==> config.mk <==
export PLATFORM = sky130hd
export DESIGN_NAME = regfile_param
export DESIGN_NICKNAME = d
export VERILOG_FILES = /design/src/rtl/regfile_param_pkg.sv /design/src/rtl/regfile_next_val.sv /design/src/rtl/regfile_param.sv
export SDC_FILE = /design/constraint.sdc
export NUM_CORES = 1
export LEC_CHECK = 0
export BUFFER_PORTS_ARGS = -buffer_cell sky130_fd_sc_hd__buf_2
export CAP_MARGIN = 20
export CORE_ASPECT_RATIO = 2
export CORE_UTILIZATION = 30
export DETAILED_ROUTE_END_ITERATION = 10
export SYNTH_ARGS = -nofsm -noshare
export SYNTH_HDL_FRONTEND = slang
export SYNTH_SLANG_ARGS = --single-unit
==> constraint.sdc <==
create_clock -name clk -period 7.7 [get_ports clk]
set_input_delay 0.77 -clock clk [delete_from_list [all_inputs] [get_ports clk]]
set_output_delay 0.77 -clock clk [all_outputs]
set_load 0.01 [all_outputs]
==> src/rtl/regfile_param_pkg.sv <==
`default_nettype none
// +---------------------------------------------------------------------------+
// | regfile_param_pkg : shared operation codes and sweep state encodings      |
// | Revision: 1.0                                                             |
// +---------------------------------------------------------------------------+
package regfile_param_pkg;

  localparam logic [2:0] FS_DEC   = 3'b000;
  localparam logic [2:0] FS_INC   = 3'b001;
  localparam logic [2:0] FS_LOAD  = 3'b010;
  localparam logic [2:0] FS_CLR   = 3'b011;
  localparam logic [2:0] FS_LDL_Z = 3'b100;
  localparam logic [2:0] FS_LDL_K = 3'b101;
  localparam logic [2:0] FS_LDH   = 3'b110;
  localparam logic [2:0] FS_SEXT  = 3'b111;

  typedef enum logic [0:0] {
    ST_IDLE  = 1'b0,
    ST_SWEEP = 1'b1
  } sweep_state_e;

  // Index width for n registers, never narrower than one bit.
  function automatic int sel_width(input int n);
    return (n > 1) ? $clog2(n) : 1;
  endfunction

endpackage
`default_nettype wire

==> src/rtl/regfile_next_val.sv <==
`default_nettype none
// +---------------------------------------------------------------------------+
// | regfile_next_val : per-register function unit, (q, i, fun_sel) -> nxt    |
// | Revision: 1.0                                                             |
// +---------------------------------------------------------------------------+
module regfile_next_val
  import regfile_param_pkg::*;
#(
  parameter int WIDTH = 16
) (
  input  logic [WIDTH-1:0] q,
  input  logic [WIDTH-1:0] i,
  input  logic [2:0]       fun_sel,
  output logic [WIDTH-1:0] nxt
);

  localparam int HALF = WIDTH / 2;

  always_comb begin
    nxt = q;
    case (fun_sel)
      FS_DEC:   nxt = q - WIDTH'(1);
      FS_INC:   nxt = q + WIDTH'(1);
      FS_LOAD:  nxt = i;
      FS_CLR:   nxt = '0;
      FS_LDL_Z: nxt = {{HALF{1'b0}}, i[HALF-1:0]};
      FS_LDL_K: nxt = {q[WIDTH-1:HALF], i[HALF-1:0]};
      FS_LDH:   nxt = {i[HALF-1:0], q[HALF-1:0]};
      FS_SEXT:  nxt = {{HALF{i[HALF-1]}}, i[HALF-1:0]};
      default:  nxt = q;
    endcase
  end

endmodule
`default_nettype wire

==> src/rtl/regfile_param.sv <==
`default_nettype none
// +---------------------------------------------------------------------------+
// | regfile_param : GPR + scratch register file, two read ports, clear sweep  |
// | Revision: 1.0                                                             |
// +---------------------------------------------------------------------------+
module regfile_param
  import regfile_param_pkg::*;
#(
  parameter int WIDTH   = 16,
  parameter int NUM_GPR = 4,
  parameter int NUM_SCR = 4,
  parameter int BYPASS  = 1,
  parameter int OUT_REG = 0,
  localparam int NREG   = NUM_GPR + NUM_SCR,
  localparam int SELW   = sel_width(NREG)
) (
  input  logic               clk,
  input  logic               rst_n,
  input  logic [WIDTH-1:0]   i,
  input  logic [2:0]         fun_sel,
  input  logic [NUM_GPR-1:0] reg_sel,
  input  logic [NUM_SCR-1:0] scr_sel,
  input  logic [SELW-1:0]    out_a_sel,
  input  logic [SELW-1:0]    out_b_sel,
  input  logic               clear_all,
  output logic [WIDTH-1:0]   out_a,
  output logic [WIDTH-1:0]   out_b,
  output logic               busy
);

  localparam logic [0:0] S_IDLE  = ST_IDLE;
  localparam logic [0:0] S_SWEEP = ST_SWEEP;

  logic [0:0]       r_state;
  logic [SELW-1:0]  r_idx;
  logic [NREG-1:0]  w_en;
  logic [WIDTH-1:0] w_rd [NREG];
  logic [WIDTH-1:0] w_a;
  logic [WIDTH-1:0] w_b;

  always_ff @(posedge clk or negedge rst_n) begin
    if (!rst_n) begin
      r_state <= S_IDLE;
      r_idx   <= '0;
    end else begin
      case (r_state)
        S_IDLE: begin
          if (clear_all) begin
            r_state <= S_SWEEP;
            r_idx   <= '0;
          end
        end
        S_SWEEP: begin
          if (r_idx == SELW'(NREG - 1)) begin
            r_state <= S_IDLE;
            r_idx   <= '0;
          end else begin
            r_idx <= r_idx + SELW'(1);
          end
        end
        default: begin
          r_state <= S_IDLE;
          r_idx   <= '0;
        end
      endcase
    end
  end

  assign busy = (r_state == S_SWEEP);

  for (genvar k = 0; k < NREG; k++) begin : g_reg
    logic [WIDTH-1:0] r_q;
    logic [WIDTH-1:0] w_nxt;
    logic             w_wr;
    logic             w_sweep_hit;

    // Select masks are active-low with the MSB addressing the first register.
    if (k < NUM_GPR) begin : g_gpr
      assign w_en[k] = ~reg_sel[NUM_GPR-1-k];
    end else begin : g_scr
      assign w_en[k] = ~scr_sel[NUM_SCR-1-(k-NUM_GPR)];
    end

    regfile_next_val #(.WIDTH(WIDTH)) u_fu (
      .q       (r_q),
      .i       (i),
      .fun_sel (fun_sel),
      .nxt     (w_nxt)
    );

    assign w_sweep_hit = (r_state == S_SWEEP) && (r_idx == SELW'(k));
    assign w_wr        = (r_state == S_IDLE) && w_en[k];

    always_ff @(posedge clk or negedge rst_n) begin
      if (!rst_n) begin
        r_q <= '0;
      end else if (w_sweep_hit) begin
        r_q <= '0;
      end else if (w_wr) begin
        r_q <= w_nxt;
      end
    end

    if (BYPASS != 0) begin : g_fwd
      assign w_rd[k] = w_sweep_hit ? '0 : (w_wr ? w_nxt : r_q);
    end else begin : g_nofwd
      assign w_rd[k] = r_q;
    end
  end

  // Out-of-range indices fall through to zero.
  always_comb begin
    w_a = '0;
    w_b = '0;
    for (int k = 0; k < NREG; k++) begin
      if (out_a_sel == SELW'(k)) w_a = w_rd[k];
      if (out_b_sel == SELW'(k)) w_b = w_rd[k];
    end
  end

  if (OUT_REG != 0) begin : g_oreg
    logic [WIDTH-1:0] r_out_a;
    logic [WIDTH-1:0] r_out_b;
    always_ff @(posedge clk or negedge rst_n) begin
      if (!rst_n) begin
        r_out_a <= '0;
        r_out_b <= '0;
      end else begin
        r_out_a <= w_a;
        r_out_b <= w_b;
      end
    end
    assign out_a = r_out_a;
    assign out_b = r_out_b;
  end else begin : g_ocomb
    assign out_a = w_a;
    assign out_b = w_b;
  end

endmodule
`default_nettype wire

-- Word-level counts from Yosys, hierarchy flattened
Index checks and enable logic that the tools add are counted.
- add/sub/neg operators: 17
- equality and inequality tests: 29
- multiplexer cells: 46
- bitwise operators: 9
- reductions and logical operators: 20
- operators by type and width (cell ; number):
    $pmux W16 S8 ; 8
    $mux W16 ; 32
    $add A16 B1 Y16 const B ; 8
    $sub A16 B1 Y16 const B ; 8
    $eq A3 B3 Y1 const B ; 16
    $eq A3 B2 Y1 const B ; 8
    $logic_and A1 B1 Y1 ; 16
    $eq A3 B1 Y1 const B ; 4
    $logic_not A3 Y1 ; 4
    $not A1 Y1 ; 9
    $mux W3 ; 2
    $pmux W3 S2 ; 1
    $add A3 B1 Y3 const B ; 1
    $mux W1 ; 2
    $ne A2 B2 Y1 const B ; 1
    $pmux W1 S2 ; 1
- bits in registers: 132
- input bits: 36
- logic and storage cells: 131

-- Longest topological paths before layout
Gate-level depths: netlist (run 1).
- depth in word-level cells: 12
- gate-level depth with buffers: 15
- depth with buffers taken out: 14

-- By module
Synthesis (run 1) repeated with hierarchy kept, for this count alone.
- cell total of the unflattened synthesis: 2566
- area total of the unflattened synthesis: 20033.0 µm²
- by module, submodules not included (module ; times used ; cells each ; area each (µm²) ; seq. area each (µm²)):
    regfile_param ; 1 ; 1012 ; 9381.5 ; 3303.2
    regfile_next_val at g_reg[4].u_fu ... ; 3 ; 199 ; 1380.1 ; 0.0
    regfile_next_val at g_reg[1].u_fu ... ; 2 ; 188 ; 1270.0 ; 0.0
    regfile_next_val at g_reg[6].u_fu ; 1 ; 202 ; 1427.6 ; 0.0
    regfile_next_val at g_reg[0].u_fu ; 1 ; 195 ; 1275.0 ; 0.0
    regfile_next_val at g_reg[3].u_fu ; 1 ; 184 ; 1268.7 ; 0.0

-- Least setup slack after synthesis (run 1)
No wires, ideal clock.
- path type: input port to output port
- start point: input fun_sel[2]
- end point: output out_a[8]
- data arrival time: 6.429 ns
- data required time: 6.930 ns
- path slack: 0.501 ns
- stages on the path: 15
- cell sequence: buf_2 > nor2_1 > nand2_1 > inv_1 > fa_1 > nor2b_1 > o211ai_1 > a31oi_1 > or3_1 > a21oi_1 > or3b_1 > a21oi_2 > mux2i_1 > mux4_2 > o22ai_1
- RTL lines (item ; RTL line ; text):
    from (decl) ; regfile_param.sv:20 ; input logic [2:0] fun_sel,
    to (decl) ; regfile_param.sv:26 ; output logic [WIDTH-1:0] out_a,

-- Worst setup path after layout (run 1)
- start point: input fun_sel[2]
- end point: output out_a[14]
- longest elaborated chain between the ends: 12
- elaborated cells between the ends (all ways): 40
- those cells by class: 7 x eq/ne; 32 x mux; 1 x reduce/logical
- ends and longest elaborated chain (item ; RTL line ; text):
    $eq A3 B3 Y1, or another cell as far along ; regfile_next_val.sv:21 ; case (fun_sel)
    $pmux W16 S8 ; regfile_next_val.sv:21 ;
    $mux W16 (2 in a row) ; - ;
    $mux W16 (7 in a row) ; regfile_param.sv:116 ; if (out_a_sel == SELW'(k)) w_a = w_rd[k];
    $mux W16 (*) ; regfile_param.sv:116 ;
Mark *: on every way between the ends. The rest lies on a longest branch, timed or not.

==> impl_metrics.csv, run 1 <==
group,metric,value,unit
detailed_routing,routed_wl,70050,um
floorplanning,core-area,47650,sq um
worst_setup_path,cp_slowest_stage_delay,0.50,ns
worst_setup_path,crit_chain,"buf_2, nor2_4, nand2_4, inv_1, fa_1, nor2b_1, o31ai_2, a211oi_1, o31ai_1, o21ai_0, xor2_1, a22oi_1, o22ai_1, a221oi_1, mux2i_1, buf_2",
pwr,p_leak,7.168,nW
pwr,clockPowerShare,0.132,
global_route,grt_pass1_wl,101800,um
synthesis,synthXorXnorAreaFrac,0.05240,
synthesis,synthFlopType,"dfrtp_1",
synthesis,synth_edf_count,0,
synthesis,yosys.cell_types.count,92,
global_route,grtUsageTotal,0.2878,
synthesis,syn_inst,1850,
cts,clock-sinks,132,
synthesis,postSynth.asyncResetShare,1.000,
detailed_routing,detail_route.first_pass.iterations,5,
worst_setup_path,reg2reg_to,"g_reg[3].r_q[13]",
synthesis,synth-simple-area-share,0.1886,
worst_setup_path,rr_worst_depth,10,
floorplanning,die_area,49410,sq um
cts,cts_buffer_depth,3,
timing,rsz0062_at_grt,"false",
synthesis,avgSynthCellArea,7.860,sq um
cts,cts.htree.levels,4,
floorplanning,ios,69,
timing,setup_viol,0,
worst_setup_path,crit_end,"out_a[14]",
timing,fin_hold_ws,0.2802,ns
synthesis,netlist.area_leader.share,0.2272,
cts,cts_tree,"done",
synthesis,ys_ff_latch,132,
synthesis,synth_most_common_cell,"nand2_1",
detailed_routing,via_per_inst,6.136,
floorplanning,dieHeight,313.4,um
layout,final_util,0.3435,
layout,fillers,4989,
synthesis,ys_warn_count,0,
global_route,grt_max_degree,77,
synthesis,ys_seq_area_frac,0.2272,
detailed_routing,vias,15604,
worst_setup_path,regToRegStartpoint,"g_reg[3].r_q[1]",
floorplanning,core.rowCount,113,
timing,tightestPinTransition,1.106,ns
timing,fmax,164.4,MHz
detailed_routing,drt-wirelength-per-cell,27.55,um
worst_setup_path,cp_num_cells,16,
hold_path,holdCritPathClass,"in -> async",
global_route,antenna_found_initial,4,
cts,post_cts_buffers,0,
pwr,power_density,461.5,nW/um^2
placement,gp_congestion,1.019,
worst_setup_path,crit_top_cell,"buf_2",
pwr,swShare,0.5185,
worst_setup_path,startpoint_type,"input pin",
placement,dpl.hpwl,52800,um
timing,clock_skew,0.01577,ns
detailed_routing,drc,0,
synthesis,synthAdderAreaFrac,0.1160,
timing,tns,0,ns
cts,cts_hold_buf,0,
synthesis,synth_area_leader_cell,"dfrtp_1",
synthesis,netlist_area,14540,sq um
timing,finalMaxSlewViolations,0,
timing,maxSlewHeadroom,0.2628,
global_route,grt_overflow,0,
worst_setup_path,crit_start,"fun_sel[2]",
placement,io_buffers,68,
pwr,seqPwrFrac,0.166,
floorplanning,die_w,157.7,um
synthesis,ys_top_cells_by_count,"nand2_1, a21oi_1, nor2_1",
cts,cts_root_buf,"clkbuf_16",
synthesis,synth_top_family_by_area,"compound AO/OA/AOI/OAI gates",
global_route,grt_pass1_vias,15452,
layout,drive_gt1_frac,0.1128,
worst_setup_path,path_class,"in -> out",
floorplanning,start_util,0.3052,
synthesis,synth.net_count,2016,
synthesis,muxShareOfSynthArea,0.03949,
cts,numCtsBuffers,25,
pwr,p_switching,3.917,mW
pwr,p_int,3.637,mW
timing,hold_violations,0,
worst_setup_path,end_kind,"primary output",
layout,layout.nets,2068,
cts,insertion_delay,0.52,ns
worst_setup_path,cp_num_buf_inv,3,
worst_setup_path,worstPathMaxFanout,27,
timing,min_period,6.082,ns
worst_setup_path,cp_top_family,"compound AO/OA/AOI/OAI gates",
pwr,vdd.ir_drop.worst,0.1402,mV
worst_setup_path,reg2reg_slack,4.51,ns
pwr,p_comb_frac,0.702,
timing,finalCritPeriodShare,0.7898,
job,drv_cap,0,
worst_setup_path,cp_data_required_time,6.93,ns
synthesis,synth_compound_area_frac,0.3207,
worst_setup_path,arrival,5.31,ns
synthesis,synth_area_leaders,"dfrtp_1, ha_1, nand2_1",
detailed_routing,drt-initial-drc-count,1334,
status,status,"completed",
worst_setup_path,crit_path_top_delay_cell,"a22oi_1",
cts,clk_pin_slew,0.05,ns
layout,area_delta_synth_final,12.56,%
cts,ctsResizeCount,0,
detailed_routing,detail-route-antenna-nets,0,
## worst register-to-register path: stages, from the launching register on
cell	delay [ns]
dfrtp_1	0.43
ha_1	0.34
a211oi_2	0.26
o21ai_1	0.15
a2111oi_2	0.48
o31ai_1	0.19
a21o_1	0.20
a21oi_1	0.16
xnor2_1	0.08
o21ai_1	0.63
inv_1	0.11
## worst min path at each step
stage,from,to,slack (ns),depth (start not counted)
4_1_cts,rst_n,g_reg[1].r_q[11],0.34,1
5_1_grt,rst_n,g_reg[1].r_q[11],0.35,1
6_report,rst_n,g_reg[1].r_q[15],0.28,1
3_3_place_gp,g_reg[7].r_q[3],g_reg[7].r_q[3],0.53,2
2_1_floorplan,rst_n,busy,0.47,0
3_5_place_dp,g_reg[7].r_q[3],g_reg[7].r_q[3],0.57,2
## per-stage QoR
stage | cells | instance area, sq um | setup slack (ns) | power, mW
after floorplan | 1850 | 14540 | 0.5012 | 4.800
after global placement | 2506 | 15620 | 1.768 | 6.352
after detailed placement | 2506 | 15620 | 1.735 | 6.422
after CTS | 2537 | 16330 | 1.726 | 7.451
after global routing | 2538 | 16360 | 1.434 | 8.034
final | 2543 | 16370 | 1.618 | 7.554
## final cells by class
cell class / count / area (sq um) / share of cell area
flip-flops and latches: 132 / 3303 / 0.2018
repair buffers: 112 / 721.9 / 0.04411
multi-input cells: 1533 / 10470 / 0.6394
diodes: 5 / 12.51 / 0.0007644
inverters: 98 / 367.9 / 0.02247
clock inverters: 2 / 35.03 / 0.002140
well taps: 632 / 790.8 / 0.04831
clock buffers: 29 / 670.6 / 0.04097
## power by group through the flow
stage                     combinational [mW]  sequential, mW  clock (mW)
after floorplan                         3.64            1.16           0
after global placement                  5.11            1.24           0
after detailed placement                5.17            1.25           0
after CTS                               5.20            1.25        1.00
after global routing                    5.72            1.29        1.03
final                                   5.30            1.25       0.997
## state kept, by name, summed over array words and instances, names as in the netlist
name   flops
g.r_q    128
busy       1
r_idx      3
## metal layers
layer | global-route usage | routed length, um | part of all wire | vias to the layer above
li1 | - | - | - | 6997
met1 | 0.2830 | 22990 | 0.33 | 7519
met2 | 0.4929 | 34460 | 0.49 | 789
met3 | 0.05032 | 4353 | 0.062 | 299
met4 | 0.2906 | 8245 | 0.12 | 0
met5 | 0 | 0 | 0 | -
## kinds of logic (layout without fill, tap and decap cells)
kind of cell,count (synthesis),in the layout
other,0,5
XOR/XNOR,87,87
buffers and inverters,185,241
adder cells (fa/ha/maj),130,130
flip-flops,132,132
AND/OR/NAND/NOR,597,597
AO/OA/AOI/OAI,679,679
multiplexers,40,40
## placed cells by master, fill, tap and decap left out, types with 11 or more instances in the layout
cell type / netlist / final
o22ai_1: 19 / 19
a21o_1: 30 / 30
xnor2_1: 49 / 49
buf_4: 0 / 41
mux2i_1: 18 / 18
clkbuf_16: 0 / 25
inv_1: 96 / 96
mux4_2: 13 / 13
and2_1: 15 / 15
and3_1: 11 / 11
or2_2: 13 / 13
or3_1: 15 / 15
nand2b_1: 18 / 18
xor2_1: 38 / 38
o21a_1: 25 / 25
nand3_1: 40 / 40
o211ai_1: 53 / 53
o21ai_0: 114 / 113
a211oi_1: 18 / 18
a32oi_1: 14 / 14
a21oi_1: 165 / 165
a31oi_1: 20 / 20
nand2_1: 225 / 224
ha_1: 122 / 122
nor3_1: 41 / 41
nor2b_1: 26 / 26
dfrtp_1: 132 / 132
a22oi_1: 30 / 30
a32o_1: 23 / 23
o31ai_1: 19 / 19
o21ai_1: 18 / 13
nor2_1: 153 / 152
a22o_1: 16 / 16
buf_2: 16 / 67
Note: power is estimated with default switching activity, not from simulation.
==> run 2, diff against run 1 <==
==> constraint.sdc (replaced) <==
create_clock -name clk -period 5.9 [get_ports clk]
set_input_delay 0.59 -clock clk [delete_from_list [all_inputs] [get_ports clk]]
set_output_delay 0.59 -clock clk [all_outputs]
set_load 0.01 [all_outputs]
==> impl_metrics.csv, run 2 (synthesized netlist as in run 1, its figures left out) <==
group,metric,value,unit
floorplanning,core.rowCount,113,
worst_setup_path,worstPathMaxFanout,49,
detailed_routing,detail-route-antenna-nets,0,
job,drv_cap,0,
pwr,power_density,603.3,nW/um^2
pwr,p_comb_frac,0.709,
placement,gp_congestion,1.047,
timing,tightestPinTransition,1.135,ns
cts,cts_hold_buf,0,
cts,numCtsBuffers,25,
layout,largest_reg_flops,128,
detailed_routing,drt-initial-drc-count,1398,
floorplanning,ios,69,
global_route,grt_overflow,0,
placement,io_buffers,68,
status,status,"completed",
layout,final_cell_mix,"nand2_1, a21oi_1, nor2_1, dfrtp_1, ha_1",
layout,final_common_cell,"nand2_1",
detailed_routing,drc,0,
worst_setup_path,startpoint_type,"input pin",
layout,multiInputGateArea,10470,sq um
cts,ctsResizeCount,0,
timing,setup_viol,0,
placement,post-place-ws,0.5557,ns
global_route,grt_max_degree,91,
worst_setup_path,crit_start,"fun_sel[1]",
worst_setup_path,arrival,5.03,ns
detailed_routing,detail_route.first_pass.iterations,8,
cts,cts_buffer_depth,3,
pwr,clockPowerShare,0.126,
timing,rsz0062_at_grt,"false",
timing,clock_skew,0.01156,ns
cts,clock-sinks,132,
pwr,finalPower,9.994,mW
timing,fin_hold_ws,0.1534,ns
detailed_routing,drt-wirelength-per-cell,28.13,um
pwr,seqPwrFrac,0.165,
global_route,antenna_found_initial,3,
floorplanning,start_util,0.3052,
timing,hold_violations,0,
layout,regMostFlops,"g.r_q",
layout,area_delta_synth_final,13.93,%
floorplanning,core-area,47650,sq um
worst_setup_path,regToRegStartpoint,"busy",
cts,cts_root_buf,"clkbuf_16",
timing,finalCritPeriodShare,0.9521,
floorplanning,die_w,157.7,um
layout,fillers,5028,
detailed_routing,vias,15863,
worst_setup_path,end_kind,"primary output",
cts,cts.htree.levels,4,
cts,cts_tree,"done",
pwr,swShare,0.5220,
pwr,p_int,4.778,mW
placement,dpl.hpwl,56370,um
layout,seq_area,3303,sq um
floorplanning,die_area,49410,sq um
pwr,vdd.ir_drop.worst,0.1920,mV
global_route,grt_pass1_vias,15986,
detailed_routing,via_per_inst,6.168,
worst_setup_path,path_class,"in -> out",
timing,finalMaxSlewViolations,0,
timing,fmax,178.0,MHz
hold_path,holdCritPathClass,"in -> async",
timing,fin_ws,0.2829,ns
pwr,p_switching,5.217,mW
pwr,p_leak,7.307,nW
timing,maxSlewHeadroom,0.2383,
timing,tns,0,ns
layout,drive_gt1_frac,0.1269,
global_route,grt_pass1_wl,106000,um
layout,layout.nets,2099,
timing,min_period,5.617,ns
floorplanning,dieHeight,313.4,um
global_route,grtUsageTotal,0.3000,
worst_setup_path,cp_data_required_time,5.31,ns
cts,post_cts_buffers,0,
cts,clk_pin_slew,0.06,ns
detailed_routing,routed_wl,72340,um
cts,insertion_delay,0.52,ns
## run 2: changes by cell type in the layout (fill, tap and decap cells not counted), sizes merged
cell    previous run  this run
buf              112       143
bufinv             1         0
clkbuf            29        31
diode              5         2
## run 2: power groups by stage
stage | Clock [mW] | Sequential [mW] | Combinational (mW)
global placement | 0 | 1.64 | 6.82
CTS | 1.27 | 1.64 | 6.94
global route | 1.30 | 1.69 | 7.65
detailed placement | 0 | 1.65 | 6.89
floorplan | 0 | 1.51 | 4.76
finish | 1.26 | 1.65 | 7.09
## run 2: worst max-delay path: stages
cell      delay (ns)
buf_2           0.12
nor2_4          0.33
nand2_4         0.31
buf_12          0.30
ha_1            0.39
a21oi_1         0.16
o22ai_1         0.14
o2111a_1        0.29
o21a_1          0.23
a211oi_2        0.28
xor2_1          0.10
o21ai_1         0.66
o22ai_1         0.24
a22o_1          0.24
o32ai_1         0.35
buf_2           0.21
## run 2: area by class of cell
type | instances | area share
clock inverter | 1 | 0.0003021
clock buffer | 31 | 0.04093
antenna | 2 | 0.0003021
multi-input combinational | 1533 | 0.6320
inverter | 98 | 0.02220
tap | 632 | 0.04773
sequential | 132 | 0.1994
timing repair buffer | 143 | 0.05717
## run 2: path summary, 6_finish.rpt
kind / to / slack, ns / cells after the start
worst max register to register: g_reg[6].r_q[13] / 2.72 / 7
min in group clk: r_idx[2] / 0.30 / 2
worst max-delay path: out_b[11] / 0.28 / 16
worst min-delay path: g_reg[2].r_q[5] / 0.15 / 1
max in group asynchronous: g_reg[4].r_q[4] / 4.44 / 2
worst min register to register: g_reg[7].r_q[3] / 0.57 / 2
## run 2: routing by layer
metal | global-route usage | vias up | routed length, um | share of wire
li1 | - | 7055 | - | -
met1 | 0.3005 | 7799 | 24120 | 0.33
met2 | 0.5157 | 726 | 35600 | 0.49
met3 | 0.04467 | 283 | 4001 | 0.055
met4 | 0.2970 | 0 | 8618 | 0.12
met5 | 0 | - | 0 | 0
## run 2: through the flow
step	cell area (sq um)	std cells	utilization
floorplan	14540	1850	-
global placement	15870	2537	0.3331
detailed placement	15870	2537	0.3331
CTS	16550	2569	0.3474
global route	16570	2572	0.3477
finish	16570	2572	0.3477
==> run 3, diff against run 2 <==
==> constraint.sdc (replaced) <==
create_clock -name clk -period 5.9 [get_ports clk]
set_input_delay 0.59 -clock clk [delete_from_list [all_inputs] [get_ports clk]]
set_output_delay 0.59 -clock clk [all_outputs]
set_load 0.1 [all_outputs]
==> impl_metrics.csv, run 3 (synthesized netlist as in run 1, its figures left out) <==
group,metric,value,unit
timing,rsz0062_at_grt,"false",
layout,fillers,4969,
placement,dpl.hpwl,55250,um
timing,hold_violations,0,
worst_setup_path,end_kind,"primary output",
pwr,p_comb_frac,0.741,
floorplanning,core-area,47650,sq um
pwr,p_int,4.857,mW
layout,final_cell_mix,"nand2_1, a21oi_1, nor2_1, dfrtp_1, ha_1",
detailed_routing,detail_route.first_pass.iterations,6,
job,drv_cap,0,
status,status,"completed",
worst_setup_path,reg2reg_slack,2.77,ns
worst_setup_path,crit_chain,"buf_2, nor2_4, nand2_8, buf_4, ha_1, a21oi_1, a2bb2oi_1, o211ai_1, a21oi_1, xnor2_1, o211ai_1, a21oi_1, mux4_2, nor2_1, a21oi_1, buf_12",
timing,maxSlewHeadroom,0.1662,
placement,gp_congestion,1.079,
pwr,seqPwrFrac,0.152,
floorplanning,die_w,157.7,um
floorplanning,die_area,49410,sq um
timing,finalMaxSlewViolations,0,
layout,largest_reg_flops,128,
layout,area_delta_synth_final,16.36,%
worst_setup_path,crit_top_cell,"a21oi_1",
cts,post_cts_buffers,0,
cts,cts_buffer_depth,2,
worst_setup_path,reg2reg_to,"g_reg[2].r_q[14]",
cts,cts_tree,"done",
timing,min_period,5.652,ns
layout,final_util,0.3551,
floorplanning,ios,69,
timing,fin_hold_ws,0.3376,ns
hold_path,worstHoldPathCells,2,
worst_setup_path,cp_data_required_time,5.31,ns
layout,final_common_cell,"nand2_1",
layout,drive_gt1_frac,0.1326,
timing,tightestPinTransition,1.251,ns
worst_setup_path,worstPathMaxFanout,33,
global_route,grt_max_degree,59,
floorplanning,dieHeight,313.4,um
hold_path,min_to,"r_idx[2]",
worst_setup_path,startpoint_type,"input pin",
detailed_routing,drc,0,
global_route,grt_pass1_wl,104600,um
pwr,power_density,636.3,nW/um^2
floorplanning,core.rowCount,113,
global_route,grt_pass1_vias,15775,
worst_setup_path,arrival,5.06,ns
detailed_routing,drt-initial-drc-count,1363,
cts,clk_pin_slew,0.06,ns
timing,finalCritPeriodShare,0.9580,
worst_setup_path,rr_worst_depth,9,
pwr,clockPowerShare,0.108,
detailed_routing,detail-route-antenna-nets,0,
hold_path,holdCritPathClass,"in -> reg",
global_route,antenna_found_initial,1,
cts,cts_root_buf,"clkbuf_16",
worst_setup_path,regToRegStartpoint,"g_reg[2].r_q[0]",
layout,layout.nets,2091,
placement,post-place-ws,0.7052,ns
global_route,grt_overflow,0,
cts,insertion_delay,0.46,ns
detailed_routing,via_per_inst,6.115,
global_route,grtUsageTotal,0.2968,
timing,fin_ws,0.2480,ns
floorplanning,start_util,0.3052,
pwr,vdd.ir_drop.worst,0.3909,mV
placement,io_buffers,68,
worst_setup_path,crit_path_top_delay_cell,"a21oi_1",
timing,setup_viol,0,
timing,fmax,176.9,MHz
worst_setup_path,cp_slowest_stage_delay,0.79,ns
layout,regMostFlops,"g.r_q",
worst_setup_path,path_class,"in -> out",
detailed_routing,vias,15721,
cts,ctsResizeCount,0,
detailed_routing,routed_wl,72140,um
pwr,p_leak,7.377,nW
cts,numCtsBuffers,17,
detailed_routing,drt-wirelength-per-cell,28.06,um
pwr,swShare,0.5489,
pwr,p_switching,5.910,mW
cts,cts.htree.levels,4,
timing,tns,0,ns
hold_path,min_from,"clear_all",
cts,clock-sinks,132,
timing,clock_skew,0.01018,ns
cts,cts_hold_buf,1,
## run 3: routing by layer
metal | track usage | up-vias | part of all wire | wire (um)
li1 | - | 7033 | - | -
met4 | 0.3217 | 0 | 0.13 | 9041
met5 | 0 | - | 0 | 0
met1 | 0.2973 | 7683 | 0.34 | 24280
met2 | 0.4943 | 706 | 0.48 | 34530
met3 | 0.04894 | 299 | 0.060 | 4295
## run 3: metrics by stage
stage	area (sq um)	instances	power, mW
2_1_floorplan	14610	1850	6.921
3_3_place_gp	16260	2536	9.276
3_5_place_dp	16260	2536	9.368
4_1_cts	16890	2569	10.57
5_1_grt	16920	2570	11.37
6_report	16920	2571	10.77
## run 3: critical path, delay by kind of cell
family                   cells  cell delay [ns]
adder cells (fa/ha/maj)      1             0.35
buffers and inverters        3             0.65
AO/OA/AOI/OAI                7             2.44
AND/OR/NAND/NOR              3             0.43
multiplexers                 1             0.41
XOR/XNOR                     1             0.17
## run 3: power groups by stage
stage	combinational (mW)	clock [mW]	sequential, mW
final	7.97	1.16	1.63
after global routing	8.50	1.19	1.67
after CTS	7.78	1.17	1.62
after detailed placement	7.74	0	1.63
after global placement	7.65	0	1.63
after floorplan	5.39	0	1.53
## run 3: area by class of cell
| cell class | count | area, sq um | area share |
|---|---|---|---|
| diodes | 1 | 2.502 | 0.0001479 |
| clock buffers | 20 | 466.7 | 0.02758 |
| clock inverters | 12 | 153.9 | 0.009096 |
| inverters | 98 | 367.9 | 0.02174 |
| multi-input cells | 1533 | 10540 | 0.6226 |
| flip-flops and latches | 132 | 3303 | 0.1952 |
| well taps | 632 | 790.8 | 0.04674 |
| repair buffers | 143 | 1300 | 0.07683 |
## run 3: how the worst max path moves through the flow
stage                      endpoint  cells after the start  startpoint  slack (ns)
after floorplan           out_a[15]                     14  fun_sel[1]        0.04
after global placement    out_a[15]                     17  fun_sel[1]        0.67
after detailed placement   out_a[9]                     16  fun_sel[1]        0.71
after CTS                  out_a[9]                     16  fun_sel[1]        0.68
after global routing       out_a[9]                     16  fun_sel[1]        0.19
final                      out_a[9]                     16  fun_sel[1]        0.25
